**src/rtl/mem_port_arbiter_if.sv**
```systemverilog
// Bundle of signals for the fetch requester, the load/store requester and the shared memory port.
// The master modport is the arbiter's view. The slave modport is the view of the requesters and the memory.
interface mem_port_arbiter_if;
   logic        inst_req;
   logic [31:0] inst_addr;
   logic        inst_addr_ok;
   logic        inst_data_ok;
   logic [31:0] inst_rdata;

   logic        data_req;
   logic        data_wr;
   logic [3:0]  data_wstrb;
   logic [31:0] data_addr;
   logic [31:0] data_wdata;
   logic        data_addr_ok;
   logic        data_data_ok;
   logic [31:0] data_rdata;

   logic        mem_req;
   logic        mem_wr;
   logic [3:0]  mem_wstrb;
   logic [31:0] mem_addr;
   logic [31:0] mem_wdata;
   logic        mem_addr_ok;
   logic        mem_data_ok;
   logic [31:0] mem_rdata;

   modport master (
      input  inst_req, inst_addr,
      output inst_addr_ok, inst_data_ok, inst_rdata,
      input  data_req, data_wr, data_wstrb, data_addr, data_wdata,
      output data_addr_ok, data_data_ok, data_rdata,
      output mem_req, mem_wr, mem_wstrb, mem_addr, mem_wdata,
      input  mem_addr_ok, mem_data_ok, mem_rdata
   );

   modport slave (
      output inst_req, inst_addr,
      input  inst_addr_ok, inst_data_ok, inst_rdata,
      output data_req, data_wr, data_wstrb, data_addr, data_wdata,
      input  data_addr_ok, data_data_ok, data_rdata,
      input  mem_req, mem_wr, mem_wstrb, mem_addr, mem_wdata,
      output mem_addr_ok, mem_data_ok, mem_rdata
   );
endinterface

```
**src/rtl/mem_port_arbiter.sv**
```systemverilog
// Arbitrates a fetch port and a load/store port onto a single memory port, with one transaction in flight.
// Data has priority over inst. After STARVE_MAX consecutive data grants while inst is waiting, inst is forced a grant.
module mem_port_arbiter #(
   parameter int unsigned STARVE_MAX = 4
) (
   input  logic clk,
   input  logic rst,
   mem_port_arbiter_if.master bus
);

   typedef enum logic [1:0] {
      IDLE = 2'd0,
      ADDR = 2'd1,
      DATA = 2'd2
   } state_t;

   localparam logic [3:0] STARVE_LIM = 4'(STARVE_MAX);

   state_t      state_r;
   state_t      next_state_s;
   logic        owner_data_r;
   logic [3:0]  starve_cnt_r;
   logic        mem_req_r;
   logic        mem_wr_r;
   logic [3:0]  mem_wstrb_r;
   logic [31:0] mem_addr_r;
   logic [31:0] mem_wdata_r;

   logic        grant_s;
   logic        grant_inst_s;
   logic        addr_hs_s;
   logic        data_hs_s;

   // Next-state and handshake decode; handshakes outside their expected state are ignored.
   always_comb begin
      next_state_s = state_r;
      grant_s      = 1'b0;
      grant_inst_s = 1'b0;
      addr_hs_s    = 1'b0;
      data_hs_s    = 1'b0;
      case (state_r)
         IDLE: begin
            if (bus.inst_req || bus.data_req) begin
               grant_s      = 1'b1;
               grant_inst_s = bus.inst_req && (!bus.data_req || (starve_cnt_r == STARVE_LIM));
               next_state_s = ADDR;
            end else begin
               next_state_s = IDLE;
            end
         end
         ADDR: begin
            if (bus.mem_addr_ok) begin
               addr_hs_s    = 1'b1;
               next_state_s = DATA;
            end else begin
               next_state_s = ADDR;
            end
         end
         DATA: begin
            if (bus.mem_data_ok) begin
               data_hs_s    = 1'b1;
               next_state_s = IDLE;
            end else begin
               next_state_s = DATA;
            end
         end
         default: begin
            next_state_s = IDLE;
         end
      endcase
   end

   // State, owner and starvation counter.
   always_ff @(posedge clk) begin
      if (rst) begin
         state_r      <= IDLE;
         owner_data_r <= 1'b0;
         starve_cnt_r <= 4'd0;
      end else begin
         state_r <= next_state_s;
         if (grant_s) begin
            owner_data_r <= !grant_inst_s;
         end else begin
            owner_data_r <= owner_data_r;
         end
         if (grant_s && grant_inst_s) begin
            starve_cnt_r <= 4'd0;
         end else if (grant_s && bus.inst_req && (starve_cnt_r < STARVE_LIM)) begin
            starve_cnt_r <= starve_cnt_r + 4'd1;
         end else begin
            starve_cnt_r <= starve_cnt_r;
         end
      end
   end

   // Registered memory-port request. The granted requester's fields are captured at grant time.
   always_ff @(posedge clk) begin
      if (rst) begin
         mem_req_r   <= 1'b0;
         mem_wr_r    <= 1'b0;
         mem_wstrb_r <= 4'b0000;
         mem_addr_r  <= 32'd0;
         mem_wdata_r <= 32'd0;
      end else if (grant_s) begin
         mem_req_r <= 1'b1;
         if (grant_inst_s) begin
            mem_wr_r    <= 1'b0;
            mem_wstrb_r <= 4'b0000;
            mem_addr_r  <= bus.inst_addr;
            mem_wdata_r <= 32'd0;
         end else begin
            mem_wr_r    <= bus.data_wr;
            mem_wstrb_r <= bus.data_wstrb;
            mem_addr_r  <= bus.data_addr;
            mem_wdata_r <= bus.data_wdata;
         end
      end else if (addr_hs_s) begin
         mem_req_r <= 1'b0;
      end else begin
         mem_req_r <= mem_req_r;
      end
   end

   assign bus.mem_req   = mem_req_r;
   assign bus.mem_wr    = mem_wr_r;
   assign bus.mem_wstrb = mem_wstrb_r;
   assign bus.mem_addr  = mem_addr_r;
   assign bus.mem_wdata = mem_wdata_r;

   // Requester responses are combinational so that accept and data arrive in the same cycle as the memory handshake.
   assign bus.inst_addr_ok = !rst && addr_hs_s && !owner_data_r;
   assign bus.data_addr_ok = !rst && addr_hs_s && owner_data_r;
   assign bus.inst_data_ok = !rst && data_hs_s && !owner_data_r;
   assign bus.data_data_ok = !rst && data_hs_s && owner_data_r;
   assign bus.inst_rdata   = owner_data_r ? 32'd0 : bus.mem_rdata;
   assign bus.data_rdata   = owner_data_r ? bus.mem_rdata : 32'd0;

endmodule

```
**src/flat_wrapper.sv**
```systemverilog
// flat-port wrapper written by rule: the top's interface ports become plain ports
module mem_port_arbiter_flat 
#(
   parameter int unsigned STARVE_MAX = 4
)
  (clk, rst, bus_inst_req, bus_inst_addr, bus_inst_addr_ok, bus_inst_data_ok, bus_inst_rdata, bus_data_req, bus_data_wr, bus_data_wstrb, bus_data_addr, bus_data_wdata, bus_data_addr_ok, bus_data_data_ok, bus_data_rdata, bus_mem_req, bus_mem_wr, bus_mem_wstrb, bus_mem_addr, bus_mem_wdata, bus_mem_addr_ok, bus_mem_data_ok, bus_mem_rdata);
  mem_port_arbiter_if bus_i ();
  input  logic clk;
  input  logic rst;
  input wire logic [$bits(bus_i.inst_req)-1:0] bus_inst_req;
  input wire logic [$bits(bus_i.inst_addr)-1:0] bus_inst_addr;
  output wire logic [$bits(bus_i.inst_addr_ok)-1:0] bus_inst_addr_ok;
  output wire logic [$bits(bus_i.inst_data_ok)-1:0] bus_inst_data_ok;
  output wire logic [$bits(bus_i.inst_rdata)-1:0] bus_inst_rdata;
  input wire logic [$bits(bus_i.data_req)-1:0] bus_data_req;
  input wire logic [$bits(bus_i.data_wr)-1:0] bus_data_wr;
  input wire logic [$bits(bus_i.data_wstrb)-1:0] bus_data_wstrb;
  input wire logic [$bits(bus_i.data_addr)-1:0] bus_data_addr;
  input wire logic [$bits(bus_i.data_wdata)-1:0] bus_data_wdata;
  output wire logic [$bits(bus_i.data_addr_ok)-1:0] bus_data_addr_ok;
  output wire logic [$bits(bus_i.data_data_ok)-1:0] bus_data_data_ok;
  output wire logic [$bits(bus_i.data_rdata)-1:0] bus_data_rdata;
  output wire logic [$bits(bus_i.mem_req)-1:0] bus_mem_req;
  output wire logic [$bits(bus_i.mem_wr)-1:0] bus_mem_wr;
  output wire logic [$bits(bus_i.mem_wstrb)-1:0] bus_mem_wstrb;
  output wire logic [$bits(bus_i.mem_addr)-1:0] bus_mem_addr;
  output wire logic [$bits(bus_i.mem_wdata)-1:0] bus_mem_wdata;
  input wire logic [$bits(bus_i.mem_addr_ok)-1:0] bus_mem_addr_ok;
  input wire logic [$bits(bus_i.mem_data_ok)-1:0] bus_mem_data_ok;
  input wire logic [$bits(bus_i.mem_rdata)-1:0] bus_mem_rdata;
  assign bus_i.inst_req = bus_inst_req;
  assign bus_i.inst_addr = bus_inst_addr;
  assign bus_inst_addr_ok = bus_i.inst_addr_ok;
  assign bus_inst_data_ok = bus_i.inst_data_ok;
  assign bus_inst_rdata = bus_i.inst_rdata;
  assign bus_i.data_req = bus_data_req;
  assign bus_i.data_wr = bus_data_wr;
  assign bus_i.data_wstrb = bus_data_wstrb;
  assign bus_i.data_addr = bus_data_addr;
  assign bus_i.data_wdata = bus_data_wdata;
  assign bus_data_addr_ok = bus_i.data_addr_ok;
  assign bus_data_data_ok = bus_i.data_data_ok;
  assign bus_data_rdata = bus_i.data_rdata;
  assign bus_mem_req = bus_i.mem_req;
  assign bus_mem_wr = bus_i.mem_wr;
  assign bus_mem_wstrb = bus_i.mem_wstrb;
  assign bus_mem_addr = bus_i.mem_addr;
  assign bus_mem_wdata = bus_i.mem_wdata;
  assign bus_i.mem_addr_ok = bus_mem_addr_ok;
  assign bus_i.mem_data_ok = bus_mem_data_ok;
  assign bus_i.mem_rdata = bus_mem_rdata;
  mem_port_arbiter #(.STARVE_MAX(STARVE_MAX)) u_core (.clk(clk), .rst(rst), .bus(bus_i));
endmodule
```
**config.mk**
```make
export PLATFORM = sky130hd
export DESIGN_NAME = mem_port_arbiter_flat
export DESIGN_NICKNAME = d
export VERILOG_FILES = /design/src/rtl/mem_port_arbiter_if.sv /design/src/rtl/mem_port_arbiter.sv /design/src/flat_wrapper.sv
export SDC_FILE = /design/constraint.sdc
export NUM_CORES = 1
export LEC_CHECK = 0
export ABC_AREA = 1
export ABC_CLOCK_PERIOD_IN_PS = 1400
export BUFFER_PORTS_ARGS = -buffer_cell sky130_fd_sc_hd__buf_2
export CORE_MARGIN = 3
export CORE_UTILIZATION = 37
export CTS_CLUSTER_DIAMETER = 50
export DETAILED_ROUTE_END_ITERATION = 6
export PLACE_DENSITY_LB_ADDON = 0.1
export SYNTH_ARGS = -nofsm -noshare
export SYNTH_HDL_FRONTEND = slang
export SYNTH_SLANG_ARGS = --single-unit
```
**constraint.sdc**
```tcl
create_clock -name clk -period 1.4 [get_ports clk]
set_input_delay 0.14 -clock clk [delete_from_list [all_inputs] [get_ports clk]]
set_output_delay 0.14 -clock clk [all_outputs]
set_load 0.05 [all_outputs]
```
==> results.json, run 1 <==
{
  "outcome": "finished with violations",
  "violations": "negative setup slack",
  "overflow": 0,
  "drt_iter0_markers": 413,
  "critical_path_class": "reg2out",
  "cts_tree": "built",
  "rsz0062_at_grt": "yes",
  "port_buffers": 276,
  "instances_no_fill": 1049,
  "antenna_found_initial": 3,
  "wl_per_cell_microns": 20.1,
  "crit_required_ns": 1.26,
  "maxCapViolCount": 0,
  "place_hpwl_mm": 10.3,
  "min_period_ns": 1.61,
  "layout_commonest_cell": "buf_2",
  "power_leakage_nw": 4.32,
  "tightestPinTransition_ns": 0.473,
  "fmax_mhz": 623,
  "rows": 36,
  "htreeDepth": 3,
  "ioPinCount": 277,
  "die_area_sq_um": 11700,
  "grt_max_degree": 73,
  "track_usage_pct": 24.4,
  "core_area_sq_um": 9950,
  "seq_area_sq_um": 1550,
  "synth_nets": 733,
  "avgSynthCellArea_sq_um": 6.52,
  "crit_chain": "buf_16 -> nor2_2 -> buf_6",
  "viasPerCell": 5.23,
  "die_height_microns": 108,
  "fill_cells": 593,
  "insertion_delay_ns": 0.36,
  "grt_pass1_vias": 4539,
  "synthTopCellsByArea": "dfxtp_1 40%, nand2_1 13%, nand3_1 13%",
  "finalSetupTns_ns": -4.11,
  "fin_util_pct": 83.6,
  "end_kind": "output port",
  "p_per_area_nw_per_um2": 1090,
  "cts_root_buf": "clkbuf_8",
  "fin_nets": 1049,
  "synth_top_area_cell": "dfxtp_1",
  "syn_area_sq_um": 3860,
  "slew_headroom_pct": 68.4,
  "ys_seq_area_share_pct": 40.0,
  "grt_pass1_wl_mm": 22.6,
  "max_stage_delay_ns": 0.42,
  "drive_above_1_share_pct": 69.3,
  "multi_input_area_sq_um": 2840,
  "cts.sinks": 77,
  "initial_core_util_pct": 38.8,
  "worst_r2r_path_depth": 9,
  "postLayoutCellArea_sq_um": 8320,
  "synth_warnings": 0,
  "min_period_over_period_pct": 115,
  "ys_types": 23,
  "placed_cell_area_sq_um": 5400,
  "fin_ws_ns": -0.206,
  "setup_violations": 112,
  "hold_depth": 3,
  "area_growth_pct": 116,
  "final_cell_mix": "208 x buf_2, 72 x dfxtp_1, 61 x nand3_1",
  "path_clk_slew_ns": 0.09,
  "cp.arrival_ns": 1.47,
  "place_congestion": 0.836,
  "hp-class": "in2reg",
  "drt_wl_total_mm": 21.1,
  "ant_nets": 0,
  "crit_path_start_kind": "flop",
  "place_inst": 977,
  "syn_inst": 592,
  "fp.dieW_microns": 108,
  "via_count": 5487,
  "drt-pass1-iter-count": 5,
  "clock_path_buffers": 2,
  "drc": 0,
  "drv_slew": 0,
  "crit_fanout": 17,
  "skew_ns": 0.0142,
  "numCtsBuffers": 9,
  "finalHoldViolations": 0,
  "worst_path_max_delay_cell": "dfxtp_4",
  "synth_top_area_share_pct": 40.0,
  "peakVddDrop_uv": 694,
  "ys_seq_elements": 77
}
[stage by stage]
step                      hold slack, ns  worst slack, ns  power [mW]
after floorplan                    0.245           -0.123        4.59
after global placement             0.360           0.0549        5.34
after detailed placement           0.362       -0.0000493        5.37
after CTS                         0.0215          -0.0726        7.58
final                             0.0304           -0.206        9.03
after global routing              0.0124           -0.263        9.36
[kinds of logic (layout without fill, tap and decap cells)]
| kind of cell | count (synthesis) | count (layout) | synth area share, % |
|---|---|---|---|
| and+or+nand+nor | 290 | 293 | 33.1 |
| other | 0 | 3 | 0 |
| DFF | 77 | 77 | 40.0 |
| adders and majority gates | 2 | 2 | 0.649 |
| AOI/OAI and AO/OA | 75 | 75 | 9.86 |
| xor gates and xnor gates | 1 | 1 | 0.227 |
| buffers and inverters | 147 | 465 | 16.2 |
[repair_timing]
item | in CTS | in global routing
endpoints found under the setup margin | 71 | 142
hold endpoints to repair | 1 | 0
pin swaps | 2 | 68
resized for setup | 137 | 413
gates cloned | 2 | 28
hold buffers | 1 | 0
buffers inserted | 3 | 19
[power breakdown]
part | switching [mW] | internal (mW)
clock | 0.876 | 1.06
sequential | 0.178 | 2.40
combinational | 2.80 | 1.72
[final timing paths]
check,start,endpoint,slack [ns]
max,u_core.owner_data_r,bus_inst_rdata[9],-0.21
min,bus_data_addr[3],u_core.bus.mem_addr[3],0.03
max reg2reg,u_core.state_r[1],u_core.bus.mem_wdata[3],-0.08
min reg2reg,u_core.bus.mem_wdata[23],u_core.bus.mem_wdata[23],0.46
[flip-flops by register name, summed over array words and instances (netlist names)]
signal                flops
u_core.bus.mem_wstrb      4
u_core.bus.mem_wdata     32
u_core.owner_data_r       1
u_core.bus.mem_req        1
u_core.state_r            2
u_core.starve_cnt_r       4
u_core.bus.mem_addr      32
u_core.bus.mem_wr         1
[worst max-delay path, delay by kind of cell, from the launching register on]
kind          cells  cell delay (ns)
flops             1             0.42
buf+inv           2             0.41
simple gates      1             0.29
[area by class of cell]
cell class	instances	area share, %
Sequential cell	77	18.6
Clock inverter	5	0.992
Antenna cell	3	0.0902
Multi-Input combinational cell	371	34.2
Clock buffer	11	1.70
Tap cell	133	2.00
Timing Repair Buffer	344	37.6
Inverter	105	4.89
[synth_stat cells]
master and count:
a21oi_1 72, a31oi_1 1, buf_1 3, buf_2 18, buf_4 5, buf_6 4, clkbuf_1 12, dfxtp_1 77
ha_1 2, inv_1 101, inv_2 3, inv_4 1, nand2_1 138, nand2_4 2, nand3_1 103, nand3b_1 1
nand4_1 2, nor2_1 41, nor2_2 1, nor2_8 2, o21ai_0 1, o41ai_1 1, xor2_1 1
[routing by layer]
| layer | up-vias | global-route usage, % | share of wire (%) |
|---|---|---|---|
| li1 | 2482 | - | - |
| met1 | 2591 | 27.2 | 35 |
| met2 | 312 | 44.2 | 50 |
| met3 | 102 | 7.46 | 9.7 |
| met4 | 0 | 7.94 | 6.0 |
| met5 | - | 0 | 0 |
Note: power is estimated with default switching activity, not from simulation.
==> inputs of run 2 (changes only) <==
--- a/config.mk
+++ b/config.mk
@@ -9,10 +9,12 @@
 export ABC_CLOCK_PERIOD_IN_PS = 1400
 export BUFFER_PORTS_ARGS = -buffer_cell sky130_fd_sc_hd__buf_2
 export CORE_MARGIN = 3
-export CORE_UTILIZATION = 37
+export CORE_UTILIZATION = 38
+export CTS_BUF_LIST = sky130_fd_sc_hd__clkbuf_4
 export CTS_CLUSTER_DIAMETER = 50
 export DETAILED_ROUTE_END_ITERATION = 6
 export PLACE_DENSITY_LB_ADDON = 0.1
+export REMOVE_ABC_BUFFERS = 1
 export SYNTH_ARGS = -nofsm -noshare
 export SYNTH_HDL_FRONTEND = slang
 export SYNTH_SLANG_ARGS = --single-unit
==> run 2 against run 1 <==
The flow now stops in 5_1_grt. Synthesized cell count stayed put. Area after synthesis stayed put.
==> results.json, run 2 <==
{
  "yosysMostFrequentCell": "nand2_1",
  "ys_types": 23,
  "track_usage_pct": 84.8,
  "initial_core_util_pct": 39.3,
  "die_height_microns": 107,
  "yosys-top-cells-count": "138 x nand2_1, 103 x nand3_1, 101 x inv_1",
  "synth-xor-area-share_pct": 0.227,
  "ioPinCount": 277,
  "synth-compound-area-share_pct": 9.86,
  "grt_max_degree": 73,
  "port_buffers": 276,
  "htreeDepth": 3,
  "synthMuxAreaShare_pct": 0,
  "fp.dieW_microns": 107,
  "syn_inst": 592,
  "worstEpCategory": "output port",
  "outcome": "stopped before the end",
  "antenna_found_initial": 7,
  "synth_warnings": 0,
  "synthTopCellsByArea": "dfxtp_1 40%, nand2_1 13%, nand3_1 13%",
  "dominantRegCellSynth": "dfxtp_1",
  "overflow": 300,
  "syn_area_sq_um": 3860,
  "rows": 36,
  "synth_top_area_cell": "dfxtp_1",
  "async_reset_ff_share_pct": 0,
  "ys_seq_area_share_pct": 40.0,
  "synth_top_area_share_pct": 40.0,
  "error": "[ERROR GRT-0232] Routing congestion too high. Check the congestion heatmap in the GUI.",
  "synth-edff-count": 0,
  "cts_root_buf": "clkbuf_4",
  "synth_simple_gate_area_share_pct": 33.1,
  "numCtsBuffers": 9,
  "place_hpwl_mm": 10.3,
  "avgSynthCellArea_sq_um": 6.52,
  "yosys.area_share.adder_pct": 0.649,
  "lastStage": "5_1_grt",
  "grt-worst-endpoint": "bus_data_addr_ok",
  "place_congestion": 0.786,
  "cts.sinks": 77,
  "clock_path_buffers": 2,
  "ys_seq_elements": 77,
  "synth_top_family_by_area": "simple AND/OR/NAND/NOR gates",
  "placed_cell_area_sq_um": 5420
}
run 2: cell counts after synthesis:
No cell type changed its count.
run 2: kinds of logic after synthesis:
group	count (synthesis)
buf+inv	147
xor+xnor	1
fa+ha+maj	2
flops	77
compound gates	75
simple gates	290
run 2: per-stage QoR:
step           utilization [%]  setup slack [ns]  hold slack (ns)  setup TNS, ns  cells
2_1_floorplan                -            -0.967            0.209         -84.49    550
3_3_place_gp              55.2           0.00484            0.363              0    976
3_5_place_dp              55.2           -0.0869            0.372         -0.888    976
4_1_cts                   74.7            -0.139          0.00172          -6.29   1086
run 2: what timing repair did:
item	4_1_cts
hold buffers	72
endpoints found under the hold margin	71
gates cloned	6
pin swaps	15
resized for setup	219
setup endpoints to repair	132
setup buffers	17
run 2: layer usage:
layer  GRT usage [%]  overflow
met1            78.4         2
met2             103       187
met3            70.4         5
met4            97.8       105
met5            17.6         1
==> inputs of run 3 (changes only) <==
--- a/config.mk
+++ b/config.mk
@@ -6,14 +6,12 @@
 export NUM_CORES = 1
 export LEC_CHECK = 0
 export ABC_AREA = 1
-export ABC_CLOCK_PERIOD_IN_PS = 1400
+export ABC_CLOCK_PERIOD_IN_PS = 1800
 export BUFFER_PORTS_ARGS = -buffer_cell sky130_fd_sc_hd__buf_2
 export CORE_MARGIN = 3
-export CORE_UTILIZATION = 38
-export CTS_BUF_LIST = sky130_fd_sc_hd__clkbuf_4
-export CTS_CLUSTER_DIAMETER = 50
+export CORE_UTILIZATION = 30
 export DETAILED_ROUTE_END_ITERATION = 6
-export PLACE_DENSITY_LB_ADDON = 0.1
+export PLACE_DENSITY_LB_ADDON = 0.15
 export REMOVE_ABC_BUFFERS = 1
 export SYNTH_ARGS = -nofsm -noshare
 export SYNTH_HDL_FRONTEND = slang
==> constraint.sdc (replaced) <==
create_clock -name clk -period 1.8 [get_ports clk]
set_input_delay 0.18 -clock clk [delete_from_list [all_inputs] [get_ports clk]]
set_output_delay 0.18 -clock clk [all_outputs]
set_load 0.05 [all_outputs]
==> run 3 against run 2 <==
The run now ends clean.
==> results.json, run 3 (synthesized netlist as in run 1, its figures left out) <==
{
  "drt-pass1-iter-count": 5,
  "wl_per_cell_microns": 13.5,
  "rsz0062_at_grt": "no",
  "initial_core_util_pct": 31.3,
  "via_count": 4619,
  "clock_path_buffers": 2,
  "port_buffers": 276,
  "area_growth_pct": 47.7,
  "fp.dieW_microns": 119,
  "rows": 40,
  "drt_wl_total_mm": 13.8,
  "insertion_delay_ns": 0.33,
  "grt_pass1_vias": 4233,
  "slew_headroom_pct": 68.8,
  "critical_path_class": "reg2out",
  "power_leakage_nw": 3.36,
  "antenna_cells": 0,
  "post_cts_buffers": 0,
  "crit_chain": "buf_12 -> inv_1 -> nor2_1 -> buf_2",
  "drive_above_1_share_pct": 36.8,
  "antenna_found_initial": 1,
  "crit_fanout": 67,
  "postLayoutCellArea_sq_um": 5700,
  "fill_cells": 1310,
  "htreeDepth": 3,
  "drv_slew": 0,
  "layout_commonest_cell": "buf_2",
  "max_stage_delay_ns": 0.34,
  "grt_pass1_wl_mm": 21.2,
  "cts_root_buf": "clkbuf_16",
  "final_cell_mix": "276 x buf_2, 138 x nand2_1, 103 x nand3_1",
  "die_area_sq_um": 14300,
  "setup_violations": 0,
  "numCtsBuffers": 9,
  "viasPerCell": 4.52,
  "ioPinCount": 277,
  "cts_resized": 0,
  "holdWs_ns": 0.0636,
  "fin_ws_ns": 0.172,
  "cts.sinks": 77,
  "crit_required_ns": 1.62,
  "p_per_area_nw_per_um2": 1050,
  "cp.arrival_ns": 1.45,
  "skew_ns": 0.00628,
  "cts_tree": "built",
  "die_height_microns": 119,
  "place_hpwl_mm": 10.3,
  "overflow": 0,
  "seq_area_sq_um": 1540,
  "pre_cts_ws_ns": 0.349,
  "track_usage_pct": 18.3,
  "finalSetupTns_ns": 0,
  "drt_iter0_markers": 197,
  "power_mw": 5.96,
  "grt_max_degree": 68,
  "cts_hold_buf": 0,
  "multi_input_area_sq_um": 1690,
  "worst_path_max_delay_cell": "dfxtp_2",
  "peakVddDrop_uv": 509,
  "hp-class": "in2reg",
  "crit_path_start_kind": "flop",
  "core_area_sq_um": 12300,
  "tightestPinTransition_ns": 0.468,
  "placed_cell_area_sq_um": 5390,
  "finalHoldViolations": 0,
  "place_congestion": 0.757,
  "outcome": "finished clean",
  "min_period_ns": 1.63,
  "min_period_over_period_pct": 90.4,
  "drc": 0,
  "path_clk_slew_ns": 0.06,
  "fin_nets": 990,
  "fmax_mhz": 614,
  "end_kind": "output port",
  "maxCapViolCount": 0,
  "ant_nets": 0
}
## run 3: final timing paths
path                                             start                endpoint  slack, ns  cells past startpoint
worst min-delay path                   bus_mem_data_ok       u_core.state_r[1]       0.06                      2
worst min register to register      u_core.bus.mem_req      u_core.bus.mem_req       0.46                      2
worst max register to register  u_core.starve_cnt_r[0]  u_core.bus.mem_addr[2]       0.35                      8
worst max-delay path               u_core.owner_data_r        bus_data_data_ok       0.17                      4
## run 3: stage by stage
step	std cells	util, %
5_1_grt	1022	46.3
3_5_place_dp	1006	43.8
2_1_floorplan	550	-
4_1_cts	1022	46.3
6_report	1022	46.3
3_3_place_gp	1006	43.8
## run 3: worst max-delay path: cells and delay by family (launching register included)
family / cells / cell delay (ns)
buffers and inverters: 3 / 0.64
DFF: 1 / 0.34
and+or+nand+nor: 1 / 0.14
## run 3: cell type report
cell class	count	share of cell area, %
multi-input cells	368	29.7
repair buffers	288	27.1
inverters	105	6.96
clock inverters	5	1.03
flip-flops and latches	77	27.1
well taps	168	3.69
clock buffers	11	4.44
## run 3: report_power, final
part	internal (mW)	leakage (nW)	switching, mW
sequential	1.86	0.635	0.0806
combinational	0.558	2.58	1.60
clock	1.15	0.148	0.704
## run 3: metal layers
metal  routed length [microns]  track usage (%)  vias to the layer above
met5                        13                0                        -
met2                      6800             31.9                      200
met4                       104             4.94                        2
met3                      1350             6.03                        8
met1                      5530             21.5                     2064
li1                          -                -                     2345
==> inputs of run 4 (changes only) <==
--- a/config.mk
+++ b/config.mk
@@ -7,10 +7,10 @@
 export LEC_CHECK = 0
 export ABC_AREA = 1
 export ABC_CLOCK_PERIOD_IN_PS = 1800
-export BUFFER_PORTS_ARGS = -buffer_cell sky130_fd_sc_hd__buf_2
-export CORE_MARGIN = 3
-export CORE_UTILIZATION = 30
+export CORE_AREA = 3 3 107 109
 export DETAILED_ROUTE_END_ITERATION = 6
+export DIE_AREA = 0 0 110 112
+export DONT_BUFFER_PORTS = 1
 export PLACE_DENSITY_LB_ADDON = 0.15
 export REMOVE_ABC_BUFFERS = 1
 export SYNTH_ARGS = -nofsm -noshare
==> run 4 against run 3 <==
Final area shrank 2.9%. Worst hold slack lost 0.047 ns. Sequential cell count unchanged. Clock skew down 0.0019 ns. Register-to-register slack lost 0.08 ns. Die area fell by 14%. Final cell count shrank 15%. Critical path type unchanged. Highest routed layer is now met4.
==> results.json, run 4 (synthesized netlist as in run 1, its figures left out) <==
{
  "outcome": "finished clean",
  "fin_nets": 863,
  "wl_per_cell_microns": 15.8,
  "setup_violations": 0,
  "instances_no_fill": 867,
  "fp.dieW_microns": 110,
  "insertion_delay_ns": 0.36,
  "drt_wl_total_mm": 13.7,
  "place_hpwl_mm": 9.36,
  "grt_max_degree": 73,
  "numCtsBuffers": 9,
  "path_clk_slew_ns": 0.08,
  "peakVddDrop_uv": 569,
  "antenna_found_initial": 0,
  "area_growth_pct": 43.4,
  "overflow": 0,
  "core_area_sq_um": 10700,
  "finalSetupTns_ns": 0,
  "clock_path_buffers": 2,
  "max_stage_delay_ns": 0.46,
  "drive_above_1_share_pct": 16.1,
  "cts.sinks": 77,
  "end_kind": "output port",
  "ioPinCount": 277,
  "min_period_ns": 1.64,
  "htreeDepth": 3,
  "crit_fanout": 58,
  "drc": 0,
  "holdWs_ns": 0.0162,
  "drv_slew": 0,
  "grt_pass1_vias": 4074,
  "maxCapViolCount": 0,
  "fin_ws_ns": 0.161,
  "fill_cells": 1063,
  "seq_power_share_pct": 43.7,
  "drt-pass1-iter-count": 5,
  "die_area_sq_um": 12300,
  "postLayoutCellArea_sq_um": 5530,
  "power_leakage_nw": 2.80,
  "via_count": 4220,
  "die_height_microns": 112,
  "p_per_area_nw_per_um2": 988,
  "min_period_over_period_pct": 91.1,
  "intPower_mw": 3.16,
  "switchingPower_mw": 2.31,
  "cts_tree": "built",
  "port_buffers": 0,
  "place_congestion": 0.801,
  "crit_path_start_kind": "flop",
  "worst_path_max_delay_cell": "dfxtp_2",
  "crit_chain": "buf_12 -> nand2_1 -> inv_1 -> buf_4",
  "cts_root_buf": "clkbuf_8",
  "cp.arrival_ns": 1.46,
  "skew_ns": 0.00443,
  "slew_headroom_pct": 63.5,
  "tightestPinTransition_ns": 0.547,
  "clkPwrFrac_pct": 25.2,
  "viasPerCell": 4.87,
  "antenna_cells": 0,
  "finalHoldViolations": 0,
  "cts_resized": 0,
  "initial_core_util_pct": 36.1,
  "critical_path_class": "reg2out",
  "pre_cts_ws_ns": 0.289,
  "drt_iter0_markers": 258,
  "hp-class": "in2reg",
  "placed_cell_area_sq_um": 4590,
  "track_usage_pct": 21.6,
  "grt_pass1_wl_mm": 20.7,
  "final_cell_mix": "138 x nand2_1, 103 x nand3_1, 101 x inv_1",
  "crit_required_ns": 1.62,
  "layout_commonest_cell": "nand2_1",
  "power_switching_share_pct": 42.3,
  "comb_power_share_pct": 31.1,
  "rows": 38,
  "place_inst": 780,
  "fmax_mhz": 610,
  "rsz0062_at_grt": "no",
  "ant_nets": 0
}
[run 4: cell count changes in the layout (fill, tap and decap cells not counted)]
cell | before | now
buf_16 | 0 | 1
clkbuf_16 | 9 | 0
buf_4 | 6 | 81
buf_2 | 276 | 0
clkbuf_8 | 2 | 11
buf_12 | 6 | 9
dlygate4sd3_1 | 0 | 70
[run 4: final timing paths]
check | start | endpoint | slack, ns | depth (start not counted)
worst max-delay path | u_core.owner_data_r | bus_data_rdata[15] | 0.16 | 4
worst min-delay path | bus_data_addr[9] | u_core.bus.mem_addr[9] | 0.02 | 2
worst max register to register | u_core.starve_cnt_r[0] | u_core.bus.mem_wdata[28] | 0.27 | 8
worst min register to register | u_core.starve_cnt_r[3] | u_core.starve_cnt_r[3] | 0.50 | 2
[run 4: final cells by class]
class | count | area, sq um | area share, %
timing repair buffer | 161 | 1520 | 27.4
tap | 140 | 175 | 3.17
clock buffer | 11 | 151 | 2.74
sequential | 77 | 1540 | 27.9
inverter | 105 | 397 | 7.17
clock inverter | 5 | 58.8 | 1.06
multi-input combinational | 368 | 1690 | 30.6
[run 4: power groups by stage]
stage | Combinational [mW] | Sequential [mW] | Clock [mW]
after floorplan | 0.955 | 2.51 | 0
after global routing | 1.85 | 2.41 | 1.49
after detailed placement | 1.54 | 2.43 | 0
final | 1.70 | 2.39 | 1.38
after CTS | 1.70 | 2.39 | 1.42
after global placement | 1.52 | 2.43 | 0
[run 4: per-stage QoR]
step	utilization, %	power, mW
global route	51.7	5.74
finish	51.7	5.47
global placement	42.9	3.94
floorplan	-	3.47
CTS	51.7	5.50
detailed placement	42.9	3.97
[run 4: repair_timing]
item	in CTS	in global routing
hold buffers	71	0
endpoints found under the setup margin	0	0
endpoints found under the hold margin	72	0
buffers inserted	0	0
[run 4: critical path, delay by kind of cell, from the launching register on]
family,cells,cell delay [ns]
buffers and inverters,3,0.53
flip-flops,1,0.46
AND/OR/NAND/NOR,1,0.09
[run 4: layer usage]
layer | routed length, microns | share of wire (%) | track usage, % | vias up
met5 | 0 | 0 | 0 | -
met4 | 211 | 1.5 | 7.56 | 0
met3 | 1550 | 11 | 7.77 | 15
met2 | 7070 | 52 | 38.5 | 206
met1 | 4850 | 35 | 23.0 | 1914
li1 | - | - | - | 2085
